<file path="config.mk">
export PLATFORM = sky130hd
export DESIGN_NAME = core_inst_seq
export DESIGN_NICKNAME = d
export VERILOG_FILES = /design/src/rtl/core_seq_pkg.sv /design/src/rtl/seq_cnt.sv /design/src/rtl/core_inst_seq.sv
export SDC_FILE = /design/constraint.sdc
export NUM_CORES = 1
export LEC_CHECK = 0
export CAP_MARGIN = 20
export CORE_ASPECT_RATIO = 0.9
export CORE_MARGIN = 2
export CORE_UTILIZATION = 50
export DETAILED_ROUTE_END_ITERATION = 8
export DONT_BUFFER_PORTS = 1
export MAX_ROUTING_LAYER = met4
export PLACE_DENSITY = 0.69
export SLEW_MARGIN = 20
export SYNTH_ARGS = -nofsm -noshare
export SYNTH_HDL_FRONTEND = slang
export SYNTH_SLANG_ARGS = --single-unit
</file>
<file path="constraint.sdc">
create_clock -name clk -period 5.7 [get_ports clk]
set_clock_uncertainty 0.1 [all_clocks]
set_input_delay 1.14 -clock clk [delete_from_list [all_inputs] [get_ports clk]]
set_output_delay 1.14 -clock clk [all_outputs]
set_load 0.02 [all_outputs]
</file>
<file path="src/rtl/core_seq_pkg.sv">
// Shared types and inst-word bit positions for the NPU instruction sequencer.
// Combinational definitions only; no latency or flow control.
package core_seq_pkg;

    localparam int INST_W = 20;
    localparam int CNT_W  = 16;

    localparam int INST_SFP_WR2PMEM = 19;
    localparam int INST_SFP_DIV     = 18;
    localparam int INST_SFP_ACC     = 17;
    localparam int INST_OFIFO_RD    = 16;
    localparam int INST_QK_LSB      = 12;
    localparam int INST_PM_LSB      = 8;
    localparam int INST_EXECUTE     = 7;
    localparam int INST_LOAD        = 6;
    localparam int INST_QMEM_RD     = 5;
    localparam int INST_QMEM_WR     = 4;
    localparam int INST_KMEM_RD     = 3;
    localparam int INST_KMEM_WR     = 2;
    localparam int INST_PMEM_RD     = 1;
    localparam int INST_PMEM_WR     = 0;

    typedef enum logic [4:0] {
        S_IDLE,
        S_K_LOAD,
        S_K_END,
        S_K_OFF,
        S_GAP1,
        S_EXEC,
        S_EXEC_END,
        S_GAP2,
        S_DRAIN,
        S_DRAIN_END,
        S_ACC_SET,
        S_ACC_RUN,
        S_ACC_END,
        S_DIV_PRE,
        S_DIV_SLOT,
        S_DIV_END,
        S_DONE
    } state_t;

endpackage

</file>
<file path="src/rtl/seq_cnt.sv">
// Loadable down-counter with terminal flag; load takes effect next cycle.
// No flow control: counts whenever enabled, holds at zero.
module seq_cnt
    import core_seq_pkg::*;
#(
    parameter int W = CNT_W
) (
    input  logic         clk,
    input  logic         rst_n,
    input  logic         load,
    input  logic [W-1:0] load_val,
    input  logic         en,
    output logic [W-1:0] cnt,
    output logic         last
);

    always_ff @(posedge clk or negedge rst_n) begin
        if (!rst_n) begin
            cnt <= '0;
        end else if (load) begin
            cnt <= load_val;
        end else if (en && cnt != '0) begin
            cnt <= cnt - 1'b1;
        end
    end

    assign last = (cnt == '0);

endmodule

</file>
<file path="src/rtl/core_inst_seq.sv">
// Autonomous inst-word sequencer for the NPU core; first word 1 cycle after start.
// No backpressure: core consumes inst every cycle; start ignored while busy.
module core_inst_seq
    import core_seq_pkg::*;
#(
    parameter int col    = 8,
    parameter int addr_w = 4,
    parameter int gap    = 10
) (
    input  logic              clk,
    input  logic              reset,
    input  logic              start,
    input  logic [addr_w:0]   nq,
    input  logic              mode_norm,
    input  logic              abort,
    output logic [INST_W-1:0] inst,
    output logic              busy,
    output logic              done
);

    localparam logic [addr_w:0] NQ_LIM   = {1'b1, {addr_w{1'b0}}};
    localparam logic [addr_w:0] NQ_LIM_N = {1'b0, {addr_w{1'b1}}};

    logic [1:0]       rst_sync;
    logic             rst_n;
    state_t           state, nxt;
    logic [CNT_W-1:0] idx, cnt, cnt_val;
    logic             cnt_last, cnt_load, cnt_en, accept, kill;
    logic [addr_w:0]  nq_r, nq_sat, nq_lim;
    logic             norm_r;

    // Assertion is immediate; release is delayed two edges.
    always_ff @(posedge clk or negedge reset) begin
        if (!reset) begin
            rst_sync <= 2'b00;
        end else begin
            rst_sync <= {rst_sync[0], 1'b1};
        end
    end
    assign rst_n = rst_sync[1];

    function automatic logic [CNT_W-1:0] len_m1(input state_t s, input logic [CNT_W-1:0] n);
        case (s)
            S_K_LOAD:         return CNT_W'(col);
            S_GAP1, S_GAP2:   return CNT_W'(gap - 1);
            S_EXEC, S_DRAIN:  return n - 1'b1;
            S_ACC_RUN:        return (n << 1) - 1'b1;
            S_DIV_PRE:        return CNT_W'(3);
            S_DIV_SLOT:       return (n << 2) + CNT_W'(3);
            default:          return '0;
        endcase
    endfunction

    function automatic logic [INST_W-1:0] enc(input state_t s, input logic [CNT_W-1:0] c);
        logic [INST_W-1:0]  w;
        logic [CNT_W-1:0]   k;
        w = '0;
        k = c >> 2;
        case (s)
            S_K_LOAD: begin
                w[INST_LOAD]    = 1'b1;
                w[INST_KMEM_RD] = (c != '0);
                if (c >= CNT_W'(2)) w[INST_QK_LSB +: addr_w] = addr_w'(c - 1'b1);
            end
            S_K_END: w[INST_LOAD] = 1'b1;
            S_EXEC: begin
                w[INST_EXECUTE]          = 1'b1;
                w[INST_QMEM_RD]          = 1'b1;
                w[INST_QK_LSB +: addr_w] = addr_w'(c);
            end
            S_DRAIN: begin
                w[INST_OFIFO_RD]         = 1'b1;
                w[INST_PMEM_WR]          = 1'b1;
                w[INST_PM_LSB +: addr_w] = addr_w'(c);
            end
            S_ACC_SET, S_ACC_RUN: begin
                w[INST_PMEM_RD] = 1'b1;
                w[INST_SFP_ACC] = 1'b1;
                if (s == S_ACC_RUN) w[INST_PM_LSB +: addr_w] = addr_w'(c >> 1);
            end
            S_DIV_PRE: begin
                if (c == '0) w[INST_SFP_DIV] = 1'b1;
                else         w[INST_PMEM_RD] = 1'b1;
            end
            S_DIV_SLOT: begin
                // s0 writes back slot k, the rest prefetch address k+1.
                w[INST_PMEM_RD]     = 1'b1;
                w[INST_SFP_WR2PMEM] = 1'b1;
                case (c[1:0])
                    2'd0: begin
                        w[INST_SFP_DIV]          = 1'b1;
                        w[INST_PMEM_WR]          = 1'b1;
                        w[INST_PM_LSB +: addr_w] = addr_w'(k);
                    end
                    2'd1: begin
                        w[INST_SFP_DIV]          = 1'b1;
                        w[INST_PM_LSB +: addr_w] = addr_w'(k + 1'b1);
                    end
                    default: w[INST_PM_LSB +: addr_w] = addr_w'(k + 1'b1);
                endcase
            end
            default: w = '0;
        endcase
        return w;
    endfunction

    always_comb begin
        nq_lim = mode_norm ? NQ_LIM_N : NQ_LIM;
        nq_sat = (nq > nq_lim) ? nq_lim : nq;
        accept = (state == S_IDLE) && start && !busy && !abort;
        kill   = abort && (state != S_IDLE);
        nxt    = state;
        if (state == S_IDLE) begin
            if (accept) nxt = (nq_sat == '0) ? S_DONE : S_K_LOAD;
        end else if (cnt_last) begin
            case (state)
                S_K_LOAD:    nxt = S_K_END;
                S_K_END:     nxt = S_K_OFF;
                S_K_OFF:     nxt = (gap > 0) ? S_GAP1 : S_EXEC;
                S_GAP1:      nxt = S_EXEC;
                S_EXEC:      nxt = S_EXEC_END;
                S_EXEC_END:  nxt = (gap > 0) ? S_GAP2 : S_DRAIN;
                S_GAP2:      nxt = S_DRAIN;
                S_DRAIN:     nxt = S_DRAIN_END;
                S_DRAIN_END: nxt = norm_r ? S_ACC_SET : S_DONE;
                S_ACC_SET:   nxt = S_ACC_RUN;
                S_ACC_RUN:   nxt = S_ACC_END;
                S_ACC_END:   nxt = S_DIV_PRE;
                S_DIV_PRE:   nxt = S_DIV_SLOT;
                S_DIV_SLOT:  nxt = S_DIV_END;
                S_DIV_END:   nxt = S_DONE;
                default:     nxt = S_IDLE;
            endcase
        end
        if (kill) nxt = S_IDLE;
        cnt_load = (nxt != state);
        cnt_en   = (state != S_IDLE);
        cnt_val  = len_m1(nxt, CNT_W'(nq_r));
    end

    seq_cnt #(.W(CNT_W)) u_cnt (
        .clk      (clk),
        .rst_n    (rst_n),
        .load     (cnt_load),
        .load_val (cnt_val),
        .en       (cnt_en),
        .cnt      (cnt),
        .last     (cnt_last)
    );

    // Outputs are the registered encoding of the previous cycle's state.
    always_ff @(posedge clk or negedge rst_n) begin
        if (!rst_n) begin
            state  <= S_IDLE;
            idx    <= '0;
            nq_r   <= '0;
            norm_r <= 1'b0;
            inst   <= '0;
            busy   <= 1'b0;
            done   <= 1'b0;
        end else begin
            state <= nxt;
            idx   <= (nxt != state || state == S_IDLE) ? '0 : idx + 1'b1;
            if (accept) begin
                nq_r   <= nq_sat;
                norm_r <= mode_norm;
            end
            if (kill) begin
                inst <= '0;
                busy <= 1'b0;
                done <= 1'b0;
            end else begin
                inst <= enc(state, idx);
                busy <= (state != S_IDLE);
                done <= (state == S_DONE);
            end
        end
    end

endmodule

</file>
## After elaboration in Yosys (flattened, before gate mapping)

Index checks and enable logic that the tools add are counted.

| storage, ports and cells | value |
|---|---|
| input port bits | 10 |
| register bits | 67 |
| output and inout bits | 22 |
| word-level logic and storage cells | 101 |

| operators by class | value |
|---|---|
| add/subtract/negate cells | 7 |
| muxes and demuxes | 34 |
| reduce and logical (&&, ||, !) cells | 23 |
| order comparisons | 2 |
| equal/unequal tests | 26 |

Operators by type and width:

| operator | number |
|---|---|
| case mux 16 bit (6 select lines) | 1 |
| case mux 5 bit (15 select lines) | 1 |
| equality test 5 x 4 -> 1 bit, second input constant | 12 |
| 2-to-1 mux 16 bit | 3 |
| 2-to-1 mux 5 bit | 8 |
| equality test 5 x 3 -> 1 bit, second input constant | 7 |
| zero test 16 bit | 2 |
| nonzero test 16 bit | 2 |
| 2-to-1 mux 20 bit | 1 |
| adder 16 x 1 -> 16 bit, second input constant | 1 |
| greater-or-equal comparator 16 x 2 -> 1 bit, second input constant | 1 |
| subtractor 16 x 1 -> 16 bit, second input constant | 1 |
| 2-to-1 mux 1 bit | 12 |
| 2-to-1 mux 4 bit | 3 |
| case mux 4 bit (3 select lines) | 1 |
| equality test 5 x 1 -> 1 bit, second input constant | 2 |
| equality test 5 x 2 -> 1 bit, second input constant | 2 |
| zero test 5 bit | 2 |
| OR reduction 2 bit | 5 |
| adder 7 x 2 -> 8 bit, second input constant | 1 |
| case mux 4 bit (2 select lines) | 1 |
| subtractor 6 x 1 -> 7 bit, second input constant | 1 |
| case mux 1 bit (2 select lines) | 3 |
| subtractor 5 x 1 -> 6 bit, second input constant | 1 |
| 13 further kinds | 18 |

## Depth between registers and ports, before layout

Gate-level depths: netlist of the first run.

| depth | value |
|---|---|
| depth after elaboration | 12 |
| depth in mapped cells | 13 |
| mapped depth without buffers | 11 |

## By module

Synthesis of the first run repeated with hierarchy kept, for this count alone.

| second synthesis, totals | value |
|---|---|
| cell total of the unflattened synthesis | 470 |
| area total of the unflattened synthesis | 4130.2 um^2 |

Modules (own cells, without submodules):

| module | instances | area each (um^2) | seq. area each (um^2) | cells each |
|---|---|---|---|---|
| core_inst_seq | 1 | 3066.7 | 1201.2 | 346 |
| seq_cnt | 1 | 1063.5 | 400.4 | 124 |

## Least setup slack after synthesis of the first run

Ideal clock, no wire load.

| timing | value |
|---|---|
| kind | input-to-reg |
| from | input port abort |
| to | register u_cnt.cnt[0] |
| buffers on the path | 2 |
| setup time | 0.128 ns |
| path slack | 2.032 ns |
| cell stages on the path | 9 |
| data required time | 5.472 ns |
| arrival time | 3.440 ns |
| cell sequence | clkbuf_1 > or4_4 > or4b_1 > buf_2 > o211ai_2 > mux2i_1 > nor2_2 > a2111oi_2 > nor2_1 |

| on the way | value |
|---|---|
| cells in the longest elaborated chain, start to end | 9 |
| elaborated cells between the ends (all ways) | 20 |
| those cells by class | eq/ne: 9; mux: 5; reduce/logical: 6 |

RTL lines:

| item | RTL line | text |
|---|---|---|
| start: declaration | core_inst_seq.sv:15 | `input logic abort,` |
| zero test 1 bit | core_inst_seq.sv:110 | `accept = (state == S_IDLE) && start && !busy && !abort;` |
| logical AND 1 bit | core_inst_seq.sv:110 |  |
| 2-to-1 mux 5 bit | core_inst_seq.sv:114 | `if (accept) nxt = (nq_sat == '0) ? S_DONE : S_K_LOAD;` |
| 2-to-1 mux 5 bit | core_inst_seq.sv:113 | `if (state == S_IDLE) begin` |
| 2-to-1 mux 5 bit (*) | core_inst_seq.sv:135 | `if (kill) nxt = S_IDLE;` |
| net nxt[0] | core_inst_seq.sv:26 | `state_t state, nxt;` |
| equality test 5 x 3 -> 1 bit or equality test 5 x 4 -> 1 bit (tied branches) | core_inst_seq.sv:43 | `case (s)` |
| OR reduction 2 bit | core_inst_seq.sv:43 |  |
| case mux 16 bit (6 select lines) | core_inst_seq.sv:43 |  |
| 2-to-1 mux 16 bit | seq_cnt.sv:20 | `end else if (load) begin` |
| end signal: assignment | seq_cnt.sv:21 | `cnt <= load_val;` |
| end signal: assignment | seq_cnt.sv:23 | `cnt <= cnt - 1'b1;` |
| end: declaration | seq_cnt.sv:13 | `output logic [W-1:0] cnt,` |

The timed path passes the listed nets; every way through them passes the cells marked *.
A chain may end at the register's enable or synchronous reset.

## Final worst setup path of the first run

| timing | value |
|---|---|
| from | register u_cnt.cnt[9] |
| to | register u_cnt.cnt[1] |

| on the way | value |
|---|---|
| cells in the longest elaborated chain, start to end | 8 |
| elaborated cells between the ends (all ways) | 20 |
| those cells by class | eq/ne: 9; mux: 5; reduce/logical: 6 |

RTL lines:

| item | RTL line | text |
|---|---|---|
| zero test 16 bit (*) | seq_cnt.sv:27 | `assign last = (cnt == '0);` |
| 2-to-1 mux 5 bit (*) | core_inst_seq.sv:115 | `end else if (cnt_last) begin` |
| 2-to-1 mux 5 bit (*) | core_inst_seq.sv:113 |  |
| 2-to-1 mux 5 bit (*) | core_inst_seq.sv:135 |  |
| net nxt[0] | core_inst_seq.sv:26 |  |
| equality test 5 x 3 -> 1 bit or equality test 5 x 4 -> 1 bit (tied branches) | core_inst_seq.sv:43 |  |
| OR reduction 2 bit | core_inst_seq.sv:43 |  |
| case mux 16 bit (6 select lines) | core_inst_seq.sv:43 |  |
| 2-to-1 mux 16 bit | seq_cnt.sv:20 |  |

Marked as above.

==> results of run 1 <==
## cells by family after synthesis
kind of cell / Yosys count / share of synthesized area
xor+xnor: 35 / 0.0806
simple gates: 173 / 0.226
flops: 64 / 0.421
other cells: 2 / 0.00197
fa+ha+maj: 15 / 0.0493
mux: 9 / 0.0247
buf+inv: 38 / 0.0480
compound gates: 88 / 0.149
## final cells by class
type,instances,area share
Multi-Input combinational cell,323,0.506
Clock buffer,9,0.0309
Timing Repair Buffer,1,0.00187
Clock inverter,7,0.0178
Tap cell,96,0.0299
Sequential cell,64,0.399
Inverter,15,0.0140
## worst paths after layout
check                                to  depth (start not counted)  slack, ns          from
max                        u_cnt.cnt[1]                          8       1.93  u_cnt.cnt[9]
min                         rst_sync[1]                          0       0.27   rst_sync[0]
max reg2reg                u_cnt.cnt[1]                          8       1.93  u_cnt.cnt[9]
min reg2reg                 rst_sync[1]                          0       0.27   rst_sync[0]
max in group asynchronous      state[0]                          1       4.66   rst_sync[1]
min in group asynchronous        norm_r                          1       0.30   rst_sync[1]
## layout by cell type, fill, tap and decap left out, types with 4 or more instances in the layout
master / n
a21oi_1: 33
a22oi_1: 5
and3_1: 4
clkbuf_8: 9
dfrtp_1: 63
ha_1: 15
inv_1: 15
mux2i_1: 6
nand2_1: 38
nand2b_1: 6
nand3_1: 13
nand4_1: 4
nor2_1: 47
nor2b_1: 4
nor3_1: 23
nor4_1: 11
o21ai_0: 22
xnor2_1: 19
xor2_1: 16
## state kept, by name, indices dropped and copies added, names as in the netlist
register   count
inst          17
idx           16
u_cnt.cnt     16
nq_r           5
state          5
rst_sync       2
busy           1
done           1
norm_r         1
## metal layers
metal | part of all wire | GRT usage | up-vias
met4 | 0.014 | 0.0714 | 0
met5 | 0 | - | -
met3 | 0.048 | 0.0530 | 11
li1 | - | - | 1473
met1 | 0.47 | 0.280 | 1470
met2 | 0.47 | 0.357 | 93
## power by group
group | internal (mW) | switching, mW
Clock | 0.202 | 0.182
Sequential | 0.540 | 0.111
Combinational | 0.175 | 0.241
Total | 0.916 | 0.534
## worst register-to-register path: cells and delay by family, from the launching register on
family | cells | cell delay, ns
and+or+nand+nor | 3 | 1.38
DFF | 1 | 0.42
muxes | 2 | 0.99
AOI/OAI and AO/OA | 3 | 0.72
## per-stage QoR
stage | setup WS [ns] | total power [mW] | instance area (µm²) | cells
floorplan | 2.03 | 0.984 | 3810 | 425
global placement | 1.83 | 1.05 | 3810 | 499
detailed placement | 1.71 | 1.07 | 3810 | 499
CTS | 1.94 | 1.46 | 4010 | 515
global route | 1.56 | 1.56 | 4010 | 515
finish | 1.93 | 1.45 | 4010 | 515
==> results.sh, run 1 <==
export IMPL_dr_total_vias=3047
export IMPL_fin_crit_ns=3.77
export IMPL_final_util=0.537
export IMPL_tns_ns=0
export IMPL_async_flop_share=1.00
export IMPL_multi_input_area_um2=2030
export IMPL_drt_wirelength_per_cell_um=15.9
export IMPL_cap_viol_max_count=0
export IMPL_postSynthAreaPerCell_um2=8.97
export IMPL_drt_vias_per_instance=5.92
export IMPL_yosysTopAreaCell="dfrtp_1"
export IMPL_path_common_cell="mux2i_1"
export IMPL_setup_viol=0
export IMPL_grt_overflow=0
export IMPL_peakVddDrop_uv=207
export IMPL_dieArea_um2=8320
export IMPL_cts_tree="built"
export IMPL_crit_arrival_ns=3.85
export IMPL_wirelength_um=8170
export IMPL_io_pins=32
export IMPL_gp_congestion=0.932
export IMPL_total_leakage_power_nw=1.68
export IMPL_yosysMostFrequentCell="dfrtp_1"
export IMPL_ys_flop_type="dfrtp_1"
export IMPL_worst_slew_pin_slew_ns=0.877
export IMPL_path_cells="nor4_1, and4_1, mux2i_1, o211ai_2, mux2i_1, nor3_1, a2111oi_0, a21oi_1"
export IMPL_period_share=0.661
export IMPL_drive_above_1_share=0.0788
export IMPL_yosys_area_top_type_share=0.421
export IMPL_slew_viol_final=0
export IMPL_htreeDepth=3
export IMPL_hold_viol_final=0
export IMPL_nFillCells=670
export IMPL_synthCells=424
export IMPL_syn_area_um2=3800
export IMPL_die_y_um=86.8
export IMPL_synthTopCellsByCount="dfrtp_1 (64), nor2_1 (47), nand2_1 (38)"
export IMPL_numCtsBuffers=9
export IMPL_whs_ns=0.266
export IMPL_antenna_found_initial=0
export IMPL_end_kind="register"
export IMPL_fmaxAchievable_mhz=265
export IMPL_ys_seq_elements=64
export IMPL_rsz0062_at_grt="no"
export IMPL_crit_type="reg -> reg"
export IMPL_drc=0
export IMPL_rows=30
export IMPL_cp_start_kind="register"
export IMPL_grt_pass1_vias=3000
export IMPL_synth_edff_count=0
export IMPL_max_stage_delay_ns=0.69
export IMPL_cts_root_buffer="clkbuf_8"
export IMPL_status="completed"
export IMPL_core_um2=7470
export IMPL_grt_pass1_wl_um=14100
export IMPL_required_ns=5.78
export IMPL_die_w_um=96.0
export IMPL_slowest_stage="nor4_1"
export IMPL_start_util=0.509
export IMPL_nets=439
export IMPL_hpwlAfterDp_um=5940
export IMPL_area_delta_synth_final_pct=5.46
export IMPL_critPathBufInv=0
export IMPL_seq_area_frac_synth=0.421
export IMPL_clkLatencyLatePin_ns=0.34
export IMPL_hold_path_class="reg -> reg"
export IMPL_ys_types=54
export IMPL_seqCellArea_um2=1600
export IMPL_cts_sinks=64
export IMPL_cts_resized=0
export IMPL_yosys_warnings=0
export IMPL_p_per_area_nw_per_um2=362
export IMPL_crit_fanout=10
export IMPL_cts_clk_slew_worst_paths_ns=0.07
export IMPL_synthTopCellsByArea="dfrtp_1 (42%), ha_1 (4.9%), nor2_1 (4.6%), xnor2_1 (4.4%), a21oi_1 (4.3%)"
export IMPL_grt_use_total=0.223
export IMPL_drtAntennaViolNets=0
export IMPL_cts_hold_buffers=0
export IMPL_port_buffers=0
export IMPL_critPathTopFamily="simple AND/OR/NAND/NOR gates"
export IMPL_drt_iter0_markers=231
export IMPL_post_cts_setup_buffers=0
export IMPL_diodes=0
export IMPL_relSlewSlack=0.409
export IMPL_grt_max_degree=63
export IMPL_clk_path_buf_depth=2
export IMPL_drt_pass1_iter_count=5
Note: power is estimated with default switching activity, not from simulation.
==> run 2: changes to the inputs <==
clock period = 3.8 ns   (was 5.7 ns; I/O delays follow)
==> results.sh, run 2 (synthesis gave the netlist of run 1 again) <==
export IMPL_status="completed"
export IMPL_dr_total_vias=3092
export IMPL_worst_slew_pin_slew_ns=0.830
export IMPL_hold_viol_final=0
export IMPL_end_kind="register"
export IMPL_drt_pass1_iter_count=5
export IMPL_drt_iter0_markers=228
export IMPL_wirelength_um=8330
export IMPL_critPathTopFamily="simple AND/OR/NAND/NOR gates"
export IMPL_drive_above_1_share=0.0960
export IMPL_rsz0062_at_grt="no"
export IMPL_cts_sinks=64
export IMPL_cp_start_kind="register"
export IMPL_cts_tree="built"
export IMPL_peakVddDrop_uv=356
export IMPL_max_stage_delay_ns=0.59
export IMPL_core_um2=7470
export IMPL_dr_wl_met2_um=3970
export IMPL_numCtsBuffers=9
export IMPL_crit_fanout=11
export IMPL_reg2reg_setup_slack_ns=0.43
export IMPL_relSlewSlack=0.441
export IMPL_slowest_stage="or4_4"
export IMPL_reg_top3="inst (17), idx (16), u_cnt.cnt (16)"
export IMPL_nFillCells=675
export IMPL_diodes=0
export IMPL_hpwlAfterDp_um=6060
export IMPL_met1_length_um=3710
export IMPL_antenna_found_initial=0
export IMPL_total_leakage_power_nw=1.75
export IMPL_grt_pass1_vias=2920
export IMPL_clk_path_buf_depth=2
export IMPL_drt_wirelength_per_cell_um=15.9
export IMPL_whs_ns=0.165
export IMPL_routed_top_layer="met4"
export IMPL_wl_met3_um=563
export IMPL_seqCellArea_um2=1600
export IMPL_setup_viol=0
export IMPL_ff2ff_path_depth=7
export IMPL_fin_crit_ns=3.37
export IMPL_grt_pass1_wl_um=14000
export IMPL_hold_path_class="reg -> async"
export IMPL_cts_root_buffer="clkbuf_8"
export IMPL_final_cell_mix="dfrtp_1 (63), nor2_1 (47), nand2_1 (38)"
export IMPL_clkLatencyLatePin_ns=0.35
export IMPL_reg2reg_from="state[3]"
export IMPL_tns_ns=0
export IMPL_htreeDepth=3
export IMPL_drc=0
export IMPL_placed_area_um2=3870
export IMPL_die_w_um=96.0
export IMPL_fmaxAchievable_mhz=297
export IMPL_path_cells="or4_4, or4b_1, o211ai_2, mux2i_1, nor3_1, a2111oi_0, a21oi_1"
export IMPL_final_area_um2=4100
export IMPL_dieArea_um2=8320
export IMPL_grt_overflow=0
export IMPL_multi_input_area_um2=2040
export IMPL_start_util=0.509
export IMPL_period_share=0.887
export IMPL_critPathBufInv=0
export IMPL_drt_vias_per_instance=5.91
export IMPL_crit_type="reg -> reg"
export IMPL_port_buffers=0
export IMPL_crit_arrival_ns=3.47
export IMPL_required_ns=3.90
export IMPL_largest_reg_flops=17
export IMPL_nets=448
export IMPL_io_pins=32
export IMPL_worstReg2RegEnd="u_cnt.cnt[2]"
export IMPL_cts_clk_slew_worst_paths_ns=0.08
export IMPL_final_common_cell="dfrtp_1"
export IMPL_p_per_area_nw_per_um2=553
export IMPL_cap_viol_max_count=0
export IMPL_largest_register="inst"
export IMPL_grt_max_degree=38
export IMPL_slew_viol_final=0
export IMPL_rows=30
export IMPL_drtAntennaViolNets=0
export IMPL_area_delta_synth_final_pct=7.79
export IMPL_grt_use_total=0.223
export IMPL_gp_congestion=0.946
export IMPL_die_y_um=86.8
## run 2: changes by cell type in the layout (fill, tap and decap cells not counted), sizes merged
cell,previous run,this run
clkinvlp,3,0
dlygate4sd3,0,1
buf,1,9
clkinv,2,3
bufinv,1,2
## run 2: worst max path at each step
| stage | slack (ns) | end | from | depth (start not counted) |
|---|---|---|---|---|
| floorplan | 0.51 | u_cnt.cnt[0] | abort | 9 |
| global placement | 0.24 | u_cnt.cnt[2] | abort | 8 |
| detailed placement | 0.11 | u_cnt.cnt[2] | abort | 8 |
| CTS | 0.27 | u_cnt.cnt[2] | state[3] | 8 |
| global route | 0.17 | u_cnt.cnt[2] | u_cnt.cnt[0] | 10 |
| finish | 0.43 | u_cnt.cnt[2] | state[3] | 7 |
## run 2: repair_timing
item / in CTS / in global routing
buffers inserted: 0 / 0
gates resized for setup: 0 / 2
hold buffers: 1 / 0
endpoints found under the setup margin: 0 / 1
hold endpoints to repair: 2 / 0
## run 2: final cells by class
cell class | instances | area share
inverter | 15 | 0.0137
clock inverter | 6 | 0.0204
clock buffer | 9 | 0.0302
sequential | 64 | 0.391
tap | 96 | 0.0293
multi-input combinational | 323 | 0.497
timing repair buffer | 10 | 0.0189
## run 2: worst reg2reg max path, cell delays in order, from the launching register on
cell and delay [ns]:
dfrtp_1 0.49, or4_4 0.59, or4b_1 0.59, o211ai_2 0.25
mux2i_1 0.49, nor3_1 0.12, a2111oi_0 0.52, a21oi_1 0.09
## run 2: per-layer routing
layer | track usage | vias to the layer above
met5 | - | -
met4 | 0.0623 | 0
met3 | 0.0617 | 8
met2 | 0.342 | 109
met1 | 0.292 | 1485
li1 | - | 1490
## run 2: report_power, final
part           leakage [nW]  total [mW]  switching [mW]  internal (mW)
logic                 0.787       0.646           0.364          0.282
registers             0.849       0.983           0.173          0.810
clock network         0.109       0.639           0.274          0.364
total                  1.75        2.27           0.811           1.46
## run 2: through the flow
step / utilization / power, mW / setup WS, ns / instances
after floorplan: - / 1.48 / 0.512 / 425
after global placement: 0.518 / 1.61 / 0.243 / 507
after detailed placement: 0.518 / 1.63 / 0.109 / 507
after CTS: 0.547 / 2.28 / 0.269 / 523
after global routing: 0.549 / 2.43 / 0.170 / 523
final: 0.549 / 2.27 / 0.431 / 523
==> run 3: changes to the inputs <==
RECOVER_POWER = 50   (was not set)
==> results.sh, run 3 (synthesis gave the netlist of run 1 again) <==
export IMPL_status="finished, violations left"
export IMPL_violations="capacitance limit, slew limit"
export IMPL_io_pins=32
export IMPL_port_buffers=0
export IMPL_rows=30
export IMPL_cap_viol_max_count=1
export IMPL_dr_total_vias=3076
export IMPL_final_area_um2=4090
export IMPL_dieArea_um2=8320
export IMPL_core_um2=7470
export IMPL_grt_busiest_layer="met2"
export IMPL_whs_ns=0.256
export IMPL_clkLatencyLatePin_ns=0.35
export IMPL_diodes=0
export IMPL_final_common_cell="dfrtp_1"
export IMPL_dp_cells=507
export IMPL_use_met1=0.292
export IMPL_nets=448
export IMPL_reg_top3="inst (17), idx (16), u_cnt.cnt (16)"
export IMPL_worstReg2RegEnd="u_cnt.cnt[2]"
export IMPL_use_met3=0.0617
export IMPL_reg2reg_setup_slack_ns=0.32
export IMPL_end_kind="register"
export IMPL_cts_clk_slew_worst_paths_ns=0.07
export IMPL_start_util=0.509
export IMPL_crit_arrival_ns=3.59
export IMPL_worst_slew_pin_slew_ns=1.94
export IMPL_drc=0
export IMPL_fmaxAchievable_mhz=287
export IMPL_grt_pass1_vias=2920
export IMPL_reg2reg_from="state[3]"
export IMPL_cts_tree="built"
export IMPL_rsz0062_at_grt="no"
export IMPL_ff2ff_path_depth=7
export IMPL_drt_vias_per_instance=5.88
export IMPL_cts_root_buffer="clkbuf_8"
export IMPL_post_cts_setup_buffers=0
export IMPL_drt_pass1_iter_count=5
export IMPL_grt_max_degree=38
export IMPL_peakVddDrop_uv=355
export IMPL_clk_path_buf_depth=2
export IMPL_final_cell_mix="dfrtp_1 (64), nor2_1 (47), nand2_1 (38)"
export IMPL_antenna_found_initial=0
export IMPL_numCtsBuffers=9
export IMPL_largest_reg_flops=17
export IMPL_slew_viol_final=38
export IMPL_crit_fanout=11
export IMPL_cts_sinks=64
export IMPL_drive_above_1_share=0.0867
export IMPL_drt_wirelength_per_cell_um=15.9
export IMPL_drt_iter0_markers=239
export IMPL_hold_path_class="reg -> reg"
export IMPL_hpwlAfterDp_um=6060
export IMPL_grt_use_total=0.223
export IMPL_htreeDepth=3
export IMPL_grt_use_met2=0.342
export IMPL_fin_cells=523
export IMPL_min_to="rst_sync[1]"
export IMPL_die_y_um=86.8
export IMPL_final_util=0.547
export IMPL_grt_pass1_wl_um=14000
export IMPL_die_w_um=96.0
export IMPL_required_ns=3.91
export IMPL_relSlewSlack=-0.294
export IMPL_placed_area_um2=3870
export IMPL_drtAntennaViolNets=0
export IMPL_fin_crit_ns=3.48
export IMPL_setup_viol=0
export IMPL_grt_overflow=0
export IMPL_cp_start_kind="register"
export IMPL_period_share=0.916
export IMPL_wirelength_um=8340
export IMPL_crit_type="reg -> reg"
export IMPL_p_per_area_nw_per_um2=554
export IMPL_hold_depth=0
export IMPL_tns_ns=0
export IMPL_hold_viol_final=0
export IMPL_gp_congestion=0.946
export IMPL_area_delta_synth_final_pct=7.46
export IMPL_worstHoldStart="rst_sync[0]"
export IMPL_largest_register="inst"
export IMPL_total_leakage_power_nw=1.74
==> run 3: cell count changes in the layout (fill, tap and decap cells not counted) <==
| cell | change |
|---|---|
| buf_4 | -2 |
| clkbuf_1 | +2 |
| dfrtp_1 | +1 |
| dfrtp_2 | -1 |
| or4_1 | +1 |
| or4_4 | -1 |
==> run 3: routing by layer <==
layer | up-vias | wire length [µm]
met3 | 8 | 553
li1 | 1483 | -
met1 | 1475 | 3760
met5 | - | 0
met4 | 0 | 91
met2 | 110 | 3940
==> run 3: through the flow <==
stage | setup slack, ns | total power [mW]
2_1_floorplan | 0.512 | 1.48
3_3_place_gp | 0.243 | 1.61
3_5_place_dp | 0.109 | 1.63
4_1_cts | 0.269 | 2.28
5_1_grt | 0.102 | 2.43
6_report | 0.318 | 2.27
==> run 3: area by class of cell <==
type | instances | area, µm²
Clock buffer | 9 | 124
Clock inverter | 6 | 83.8
Fill cell | 676 | 3380
Inverter | 15 | 56.3
Multi-Input combinational cell | 323 | 2030
Sequential cell | 64 | 1600
Tap cell | 96 | 120
Timing Repair Buffer | 10 | 70.1
==> run 3: timing repair <==
action / 4_1_cts / 5_1_grt
hold buffers: 1 / 0
endpoints found under the hold margin: 2 / 0
resized for setup: 0 / 2
setup endpoints to repair: 0 / 1
==> run 3: worst max-delay path, stage by stage (launching register included) <==
cell,delay [ns]
dfrtp_1,0.50
or4_1,0.68
or4b_1,0.62
o211ai_2,0.25
mux2i_1,0.49
nor3_1,0.12
a2111oi_0,0.51
a21oi_1,0.09
==> run 3: worst max-delay path by stage <==
stage | end | cells past startpoint | startpoint
2_1_floorplan | u_cnt.cnt[0] | 9 | abort
3_3_place_gp | u_cnt.cnt[2] | 8 | abort
3_5_place_dp | u_cnt.cnt[2] | 8 | abort
4_1_cts | u_cnt.cnt[2] | 8 | state[3]
5_1_grt | u_cnt.cnt[2] | 7 | state[3]
6_report | u_cnt.cnt[2] | 7 | state[3]
==> run 3: report_power, final <==
part | leakage [nW] | internal [mW] | total (mW) | switching [mW]
clock network | 0.109 | 0.364 | 0.638 | 0.274
registers | 0.850 | 0.809 | 0.983 | 0.174
logic | 0.778 | 0.281 | 0.645 | 0.364
total | 1.74 | 1.45 | 2.27 | 0.811
==> edit: new RTL, settings of run 3 <==
Set the parameter `addr_w` to 5 (it was 4).
--- a/src/rtl/core_inst_seq.sv
+++ b/src/rtl/core_inst_seq.sv
@@ -6,3 +6,3 @@
     parameter int col    = 8,
-    parameter int addr_w = 4,
+    parameter int addr_w = 5,
     parameter int gap    = 10
Ports: changed (resized nq); port bits go from 32 to 33. No check against the original RTL was run, so the function may have changed too.
==> edit against run 3 <==
- the run still ends with max-capacitance violations, max-slew violations left
- non-clock buffer count is 3 lower
- routed wire length increased by 10%
- synthesized cell count up 14%
- core utilization increased by 0.11 points
- design area rose by 7.7%
- sequential cell count increased by 1
- sequential power rose by 8%
- synthesized area rose by 8.9%
- setup slack worse by 98 ps
- die area up 8.5%
- largest power group is now combinational logic
- total power grew 20%
- clock power shrank 9.9%
==> edit: results (changes against run 3) <==
Synth
  – Cells after Synth: 483 (was 424)
  – Async set or reset register ratio after synthesis: 100% (unchanged)
  – Ranking of synthesized cells by area: dfrtp_1, nand2_1, nor2_1 (was dfrtp_1, ha_1, nor2_1)
  – Most common flop cell mapped by yosys: dfrtp_1 (unchanged)
  – Unique masters post-synth: 64 (was 54)
  – Top cells by instance count after synthesis: dfrtp_1, nand2_1, nor2_1 (was dfrtp_1, nor2_1, nand2_1)
  – Seq/Total Area, Yosys: 39.3% (was 42.1%)
  – Synth warnings: 0 (unchanged)

Global route
  – First-pass GRT wire length: 15.9 mm (was 14.0 mm)
  – Initial antenna violation count: 0 (unchanged)
  – Number of global-route vias before repair: 3298 (was 2920)
  – Largest net degree at the start of global routing: 45 (was 38)
  – GRT Util Overall: 22.1% (was 22.3%)

Worst setup path
  – Crit path largest cell delay: 590 ps (was 680 ps)
  – WP data arrival: 3750 ps (was 3590 ps)
  – R2R Setup Slk: 220 ps (was 320 ps)
  – Crit path max-delay family: simple AND/OR/NAND/NOR gates (unchanged)
  – Crit-path max FO: 11 (unchanged)
  – Max stage delay cell, worst path: or4_4 (was or4_1)

Clock tree
  – Total CTS buffers: 9 (unchanged)
  – CTS Root Buffer Type: clkbuf_8 (unchanged)
  – Setup repair bufs after CTS: 0 (unchanged)
  – Max Buffers Root-to-Sink: 2 (unchanged)
  – Clock latency on the worst-skew pair: around 340 ps

Hold path
  – Worst min-delay path class: reg2reg (unchanged)

Drt
  – WL final: 9.19 mm (was 8.34 mm)
  – Drt wl/cell: 15.8 um (was 15.9 um)
  – First-pass DRT Iterations: 5 (unchanged)
  – Vias/cell: 6.00 (was 5.88)
  – Iteration-0 DRC Markers: 230 (was 239)

Run status
  – Failing checks: max-capacitance violations, max-slew violations (unchanged)
  – Status: finished with violations (unchanged)

Finish
  – Share of layout cells above drive strength 1: 8.06% (was 8.67%)
  – Largest registers: inst x17, idx x16, u_cnt.cnt x16 (unchanged)
  – Nets: 505 (was 448)
  – Filler Cell Count: 723 (was 676)

Run
  – Max-cap violation count: 1 (unchanged)

Place
  – GPL Wtd Cong: 0.923 (was 0.946)
  – Count of input and output buffers: 0 (unchanged)
  – Placed cells: 566 (was 507)
  – Hpwl dp: 6.69 mm (was 6.06 mm)

STA
  – Final Slew Violations: 45 (was 38)
  – Max-slew headroom: -15.9% (was -29.4%)

Power and ir drop
  – Leak Pwr: 1.85 nW (was 1.74 nW)
  – Peak supply drop: 330 uV (was 355 uV)
==> edit: cell types whose count changed in the layout (fill, tap and decap cells not counted), sizes merged, moves of 5 or more <==
cell   change
nand2     +16
o21ai     +10
nand3      +7
nor2       +6
and2       +5
==> edit: cells by family after synthesis <==
logic type                 count (synthesis)  synth area share, %
buffers and inverters                     41                 4.41
adders and majority gates                 15                 4.53
muxes                                      8                 1.96
xor gates and xnor gates                  36                 7.61
other                                      2                0.181
AOI/OAI and AO/OA                        108                 17.0
DFF                                       65                 39.3
and+or+nand+nor                          208                 25.1
==> edit: repair_timing <==
action	CTS	global route
endpoints found under the setup margin	0	9
hold endpoints to repair	2	0
resized for setup	0	2
hold buffers	1	0
==> edit: power by group <==
part,switching (W),internal [W]
Clock,0.000273,0.000302
Sequential,0.000224,0.000841
Combinational,0.000662,0.000419
==> edit: path summary, 6_finish.rpt <==
check / from / end / cells after the start
max: u_cnt.cnt[0]$_DFFE_PN0P_ / u_cnt.cnt[1]$_DFFE_PN0P_ / 12
min: rst_sync[0]$_DFF_PN0_ / rst_sync[1]$_DFF_PN0_ / 0
max reg2reg: u_cnt.cnt[0]$_DFFE_PN0P_ / u_cnt.cnt[1]$_DFFE_PN0P_ / 12
min reg2reg: rst_sync[0]$_DFF_PN0_ / rst_sync[1]$_DFF_PN0_ / 0
max in group asynchronous: rst_sync[1]$_DFF_PN0_ / inst[1]$_DFF_PN0_ / 1
min in group asynchronous: reset / rst_sync[0]$_DFF_PN0_ / 1
==> edit: final cells by class <==
cell class	instances	share of cell area (%)
clock buffer	9	2.81
multi-input combinational	378	53.2
tap	99	2.81
inverter	18	1.59
sequential	65	36.9
clock inverter	7	1.59
timing repair buffer	7	1.08
==> edit: per-stage QoR <==
| stage | hold WS, ps | worst slack (ps) | cell area [sq um] | power [W] |
|---|---|---|---|---|
| global route | 270 | 46.0 | 4400 | 0.00293 |
| detailed placement | 238 | 158 | 4210 | 0.00214 |
| floorplan | 231 | 399 | 4150 | 0.00189 |
| global placement | 239 | 261 | 4210 | 0.00211 |
| finish | 255 | 220 | 4400 | 0.00272 |
| CTS | 261 | 220 | 4410 | 0.00273 |
==> edit: worst register-to-register path, stage by stage, from the launching register on <==
cell       delay, ps
dfrtp_1          400
inv_1             90
ha_1             140
or3b_2           480
or4_4            590
a2111oi_4        380
o21ai_4          160
inv_4            120
and3_4           190
a31oi_1           80
a311o_1          450
nand3b_1         210
a21oi_2          130
==> edit: layer usage <==
layer | wire length (um) | up-vias | GRT usage, %
met3 | 494 | 17 | 4.10
li1 | - | 1697 | -
met2 | 4020 | 125 | 31.4
met1 | 4530 | 1658 | 31.9
met5 | 0 | - | -
met4 | 143 | 0 | 7.19
